==> src/rtl/core_fetch.sv <==
// core_fetch: instruction fetch stage feeding decode.
// Generates sequential word addresses and keeps one request outstanding
// towards the MMU. Returned words are buffered together with their
// addresses in a small prefetch FIFO. A branch redirect flushes the FIFO
// and squashes any response still in flight.
module core_fetch #(
    parameter int          DEPTH    = 4,
    parameter logic [29:0] RESET_PC = 30'h0
) (
    input  logic        clk,
    input  logic        rst_n,
    input  logic        insn_ready,
    input  logic [31:0] insn_data_rd,
    output logic        insn_start,
    output logic [29:0] insn_addr,
    input  logic        branch,
    input  logic [29:0] branch_target,
    input  logic        stall,
    output logic        fetch_valid,
    output logic [31:0] fetch_insn,
    output logic [29:0] fetch_pc
);

    // Pointer width indexes DEPTH entries; count width holds 0..DEPTH.
    localparam int          PW      = (DEPTH > 1) ? $clog2(DEPTH) : 1;
    localparam int          CW      = $clog2(DEPTH + 1);
    localparam logic [CW-1:0] DEPTH_C = CW'(DEPTH);

    // IDLE: nothing in flight. WAIT: one live request. DRAIN: one squashed
    // request whose response must be swallowed.
    typedef enum logic [1:0] {
        ST_IDLE  = 2'd0,
        ST_WAIT  = 2'd1,
        ST_DRAIN = 2'd2
    } state_e;

    state_e          state_q,   state_d;
    logic [29:0]     next_pc_q, next_pc_d;
    logic            start_q,   start_d;
    logic [29:0]     addr_q,    addr_d;
    logic [CW-1:0]   count_q,   count_d;
    logic [PW-1:0]   rd_ptr_q,  rd_ptr_d;
    logic [PW-1:0]   wr_ptr_q,  wr_ptr_d;

    // Prefetch storage: instruction word and its word address per entry.
    logic [31:0]     data_mem [DEPTH];
    logic [29:0]     pc_mem   [DEPTH];
    logic [DEPTH-1:0] wr_en;

    logic            push;
    logic            pop;
    logic            slot_free;
    logic            room;
    logic            issue;
    logic [29:0]     issue_addr;
    logic [CW-1:0]   count_after;

    assign fetch_valid = (count_q != '0);
    // Head data is gated by valid so an empty FIFO always presents zeros.
    assign fetch_insn  = fetch_valid ? data_mem[rd_ptr_q] : 32'h0;
    assign fetch_pc    = fetch_valid ? pc_mem[rd_ptr_q]   : 30'h0;
    assign insn_start  = start_q;
    assign insn_addr   = addr_q;

    // Handshake and occupancy decode for this cycle.
    always_comb begin
        push        = 1'b0;
        pop         = 1'b0;
        slot_free   = 1'b0;
        count_after = count_q;
        // A response arriving together with a branch is dropped.
        push = (state_q == ST_WAIT) && insn_ready && !branch;
        pop  = fetch_valid && !stall && !branch;
        // The request slot is free either because nothing is in flight or
        // because the outstanding response is arriving this cycle.
        slot_free = (state_q == ST_IDLE) ||
                    (((state_q == ST_WAIT) || (state_q == ST_DRAIN)) && insn_ready);
        if (branch) begin
            count_after = '0;
        end else if (push && !pop) begin
            count_after = count_q + 1'b1;
        end else if (pop && !push) begin
            count_after = count_q - 1'b1;
        end
    end

    // A new request only goes out if its response is guaranteed a slot.
    assign room       = (count_after < DEPTH_C);
    assign issue      = slot_free && room;
    assign issue_addr = branch ? branch_target : next_pc_q;

    // Next-state and request generation; a branch takes priority.
    always_comb begin
        state_d   = state_q;
        next_pc_d = next_pc_q;
        start_d   = 1'b0;
        addr_d    = addr_q;
        count_d   = count_after;
        rd_ptr_d  = rd_ptr_q;
        wr_ptr_d  = wr_ptr_q;

        if (branch) begin
            rd_ptr_d  = '0;
            wr_ptr_d  = '0;
            next_pc_d = branch_target;
        end else begin
            if (pop) begin
                rd_ptr_d = rd_ptr_q + 1'b1;
            end
            if (push) begin
                wr_ptr_d = wr_ptr_q + 1'b1;
            end
        end

        if (issue) begin
            // Issuing in the same cycle a response lands keeps the port
            // busy back-to-back; a branch redirects this very request.
            start_d   = 1'b1;
            addr_d    = issue_addr;
            next_pc_d = issue_addr + 30'd1;
            state_d   = ST_WAIT;
        end else if (slot_free) begin
            state_d = ST_IDLE;
        end else if (branch && (state_q == ST_WAIT)) begin
            state_d = ST_DRAIN;
        end
    end

    // Control state with asynchronous reset; any request in flight is abandoned.
    always_ff @(posedge clk or negedge rst_n) begin
        if (!rst_n) begin
            state_q   <= ST_IDLE;
            next_pc_q <= RESET_PC;
            start_q   <= 1'b0;
            addr_q    <= 30'h0;
            count_q   <= '0;
            rd_ptr_q  <= '0;
            wr_ptr_q  <= '0;
        end else begin
            state_q   <= state_d;
            next_pc_q <= next_pc_d;
            start_q   <= start_d;
            addr_q    <= addr_d;
            count_q   <= count_d;
            rd_ptr_q  <= rd_ptr_d;
            wr_ptr_q  <= wr_ptr_d;
        end
    end

    // One-hot write enable per FIFO entry.
    generate
        for (genvar gi = 0; gi < DEPTH; gi++) begin : g_wr_en
            assign wr_en[gi] = push && (wr_ptr_q == PW'(gi));
        end
    endgenerate

    // FIFO storage needs no reset: contents are only visible when counted valid.
    always_ff @(posedge clk) begin
        for (int i = 0; i < DEPTH; i++) begin
            if (wr_en[i]) begin
                data_mem[i] <= insn_data_rd;
                pc_mem[i]   <= addr_q;
            end
        end
    end

endmodule

==> config.mk <==
export PLATFORM = sky130hd
export DESIGN_NAME = core_fetch
export DESIGN_NICKNAME = d
export VERILOG_FILES = /design/src/rtl/core_fetch.sv
export SDC_FILE = /design/constraint.sdc
export NUM_CORES = 1
export LEC_CHECK = 0
export ABC_AREA = 0
export CORE_MARGIN = 4
export CORE_UTILIZATION = 60
export DETAILED_ROUTE_END_ITERATION = 7
export GPL_TIMING_DRIVEN = 0
export PLACE_DENSITY = 0.85
export SLEW_MARGIN = 25
export SYNTH_ARGS = -nofsm -noshare
export SYNTH_HDL_FRONTEND = slang
export SYNTH_SLANG_ARGS = --single-unit
==> constraint.sdc <==
create_clock -name clk -period 7.4 [get_ports clk]
set_input_delay 1.11 -clock clk [delete_from_list [all_inputs] [get_ports clk]]
set_output_delay 1.11 -clock clk [all_outputs]
set_load 0.005 [all_outputs]
==> load_flow_metrics.sql <==
INSERT INTO impl_metrics (metric_group, metric, value, unit) VALUES
('sta', 'max_freq', '237.2', 'MHz'),
('cts', 'htree_levels', '1', ''),
('cts', 'cts.reportedPaths.clkPinSlew', '0.07', 'ns'),
('detailed_routing', 'vias', '7427', ''),
('global_route', 'grt-ovfl-total', '0', ''),
('global_route', 'groute.usage.overall', '23.03', '%'),
('detailed_routing', 'met2WireLength', '13630', 'µm'),
('worst_setup_path', 'max_stage_delay', '0.58', 'ns'),
('yosys', 'postSynth.asyncResetShare', '22.01', '%'),
('yosys', 'ys.warnings.count', '0', ''),
('sta', 'final.min_clock_period', '4.217', 'ns'),
('worst_setup_path', 'timing.setup.critical_path_class', 'reg -> out', ''),
('sta', 'setup_total_negative_slack', '0', 'ns'),
('yosys', 'ys_dominant_reg_cell', 'edfxtp_1', ''),
('worst_setup_path', 'worst_path_required', '6.29', 'ns'),
('placed_design', 'io_buffer_count', '159', ''),
('status', 'status', 'complete, no violations', ''),
('pwr', 'internal-power', '4340', 'µW'),
('sta', 'layout_setup_ws', '3.184', 'ns'),
('placed_design', 'detailed_place_hpwl', '18380', 'µm'),
('sta', 'slew_headroom', '49.14', '%'),
('sta', 'report.final.slew_viol_count', '0', ''),
('global_route', 'grt_antenna_before_repair', '0', ''),
('cts', 'postCtsSetupBuffers', '0', ''),
('detailed_routing', 'detail_route.vias_per_cell', '5.932', ''),
('detailed_routing', 'wl_met1', '11620', 'µm'),
('job', 'cap_violations', '0', ''),
('yosys', 'synth_seq_area_share', '69.68', '%'),
('floorplan', 'coreArea', '21760', 'µm²'),
('sta', 'grt_setup_unrepaired', 'no', ''),
('worst_setup_path', 'r2r.worst_path.cells', '11', ''),
('yosys', 'yosys-top-cells-area', 'edfxtp_1 (56%), dfrtp_1 (13%), mux4_2 (11%)', ''),
('worst_setup_path', 'worst_ep_arrival_time', '3.11', 'ns'),
('pwr', 'powerDensity', '373.7', 'nW/µm²'),
('yosys', 'synth_top_cell_area_share', '56.41', '%'),
('worst_setup_path', 'cp_max_fo', '10', ''),
('worst_setup_path', 'worst_path_dominant_cell_family', 'buffers and inverters', ''),
('cts', 'tritoncts_clock_tree', 'yes', ''),
('pwr', 'power.leakage', '0.005585', 'µW'),
('detailed_routing', 'top_layer', 'met4', ''),
('cts', 'cts-root-buf', 'clkbuf_16', ''),
('final_layout', 'final_nets', '1025', ''),
('floorplan', 'rows', '54', ''),
('yosys', 'synth.largest_area_cell', 'edfxtp_1', ''),
('detailed_routing', '1st_pass_router_iterations', '5', ''),
('final_layout', 'antenna_cells', '0', ''),
('pwr', 'clockPowerShare', '25.7', '%'),
('final_layout', 'post_route_cells_drive_above_1_share', '18.11', '%'),
('yosys', 'synth_cell_type_count', '59', ''),
('cts', 'cts_inserted_buffers', '31', ''),
('cts', 'tritoncts_num_sinks', '318', ''),
('global_route', 'grt_max_degree', '51', ''),
('detailed_routing', 'wire_per_inst', '22.17', 'µm'),
('floorplan', 'die_width', '156.3', 'µm'),
('worst_hold_path', 'min_path_type', 'in -> async', ''),
('floorplan', 'floorplan.die_area', '24440', 'µm²'),
('final_layout', 'final_cell_area', '16320', 'µm²'),
('detailed_routing', 'remaining_drc_errors', '0', ''),
('yosys', 'netlist_instances', '751', ''),
('pwr', 'power.ir.vdd_worst', '0.0003258', 'V'),
('sta', 'finalCritPeriodShare', '56.98', '%'),
('floorplan', 'top_level_ports', '161', ''),
('placed_design', 'detailedPlace.worstSlack', '3.569', 'ns'),
('pwr', 'power.switching', '1760', 'µW'),
('cts', 'holdBufCountCts', '0', ''),
('cts', 'post_cts_resized', '0', ''),
('yosys', 'post_synth.cell_area_avg', '17.58', 'µm²'),
('pwr', 'seq_power_share', '40.1', '%'),
('pwr', 'total_power', '6100', 'µW'),
('detailed_routing', 'ant_nets', '0', ''),
('cts', 'clock_latency_late_sink', '0.55', 'ns');
## worst reg2reg max path: stages, from the launching register on
cell and delay (ns):
dfrtp_1 0.39, inv_1 0.09, ha_1 0.20, nor2b_2 0.17
clkinv_2 0.21, nand4b_4 0.16, and4_1 0.23, buf_2 0.18
nor3_4 0.28, clkbuf_1 0.53, nor2_1 0.15, a21oi_1 0.19
## cell usage after synthesis, drive strengths merged, types with 2 or more instances
library cell / n
nand4b: 3
nand3b: 5
buf: 18
edfxtp: 248
xor2: 12
nor3: 6
and2: 69
xnor2: 25
nand2: 20
nor4: 6
clkbuf: 17
nand2b: 2
a22oi: 3
dfrtp: 70
nand4: 9
mux2: 19
ha: 10
a31oi: 3
a21oi: 26
a211oi: 3
and3: 3
inv: 11
mux4: 62
a32o: 2
nand3: 24
mux2i: 19
o21ai: 4
nor2b: 5
nor2: 31
## cell usage in the layout (no fill, tap or decap), types with 5 or more instances in the layout
master	count
edfxtp_1	248
clkdlybuf4s50_1	158
dfrtp_1	70
and2_1	65
mux4_2	62
clkbuf_16	32
nor2_1	30
a21oi_1	26
xnor2_1	25
nand3_1	23
clkbuf_1	23
mux2i_1	19
nand2_1	19
xor2_1	12
inv_1	10
mux2_2	10
ha_1	10
buf_2	9
nand4_1	9
mux2_4	9
clkinv_2	7
nor4_1	6
buf_6	5
nand3b_1	5
## worst paths after layout
| path | from | endpoint | slack, ns |
|---|---|---|---|
| hold / removal | rst_n | insn_addr[6] | 0.45 |
| setup reg to reg | count_q[0] | insn_addr[3] | 4.55 |
| setup / recovery | rd_ptr_q[0] | fetch_pc[17] | 3.18 |
| max in group asynchronous | rst_n | insn_start | 6.40 |
| min in group clk | insn_addr[26] | pc_mem[3][26] | 0.54 |
| hold reg to reg | insn_addr[26] | pc_mem[3][26] | 0.54 |
## metal layers
layer / global-route usage, % / up-vias
li1: - / 3297
met1: 33.96 / 3753
met2: 37.12 / 324
met3: 3.402 / 53
met4: 5.785 / 0
met5: 0 / -
## stage by stage
| stage | util, % | cells |
|---|---|---|
| 6_report | 75.03 | 1252 |
| 5_1_grt | 75.03 | 1252 |
| 4_1_cts | 75.03 | 1252 |
| 3_5_place_dp | 70.24 | 1195 |
| 3_3_place_gp | 69.61 | 1190 |
| 2_1_floorplan | - | 751 |
## power by group through the flow
stage / logic, µW / clock network, µW / registers [µW]
finish: 2080 / 1570 / 2450
global route: 2250 / 1690 / 2480
CTS: 2120 / 1600 / 2450
detailed placement: 2100 / 0 / 2480
global placement: 2050 / 0 / 2470
floorplan: 1110 / 0 / 2430
## sequential cells by signal, indices dropped and copies added, names as in the netlist
signal      cells
state_q         2
insn_addr      30
rd_ptr_q        2
data_mem      128
count_q         3
wr_ptr_q        2
next_pc_q      30
pc_mem        120
insn_start      1
## cell type report
cell class / count / area [µm²]
well taps: 280 / 350.3
fillers: 1306 / 5433
plain buffers: 35 / 191.4
inverters: 12 / 48.80
repair buffers: 164 / 1719
clock buffers: 42 / 878.3
multi-input cells: 386 / 3772
clock inverters: 15 / 163.9
flip-flops and latches: 318 / 9199
## cell families after synthesis
family,synth area share (%)
XOR/XNOR,2.455
flip-flops,69.68
adder cells (fa/ha/maj),0.9478
AND/OR/NAND/NOR,8.426
multiplexers,13.89
AO/OA/AOI/OAI,2.777
buffers and inverters,1.820
(Power assumes the default switching activity.)
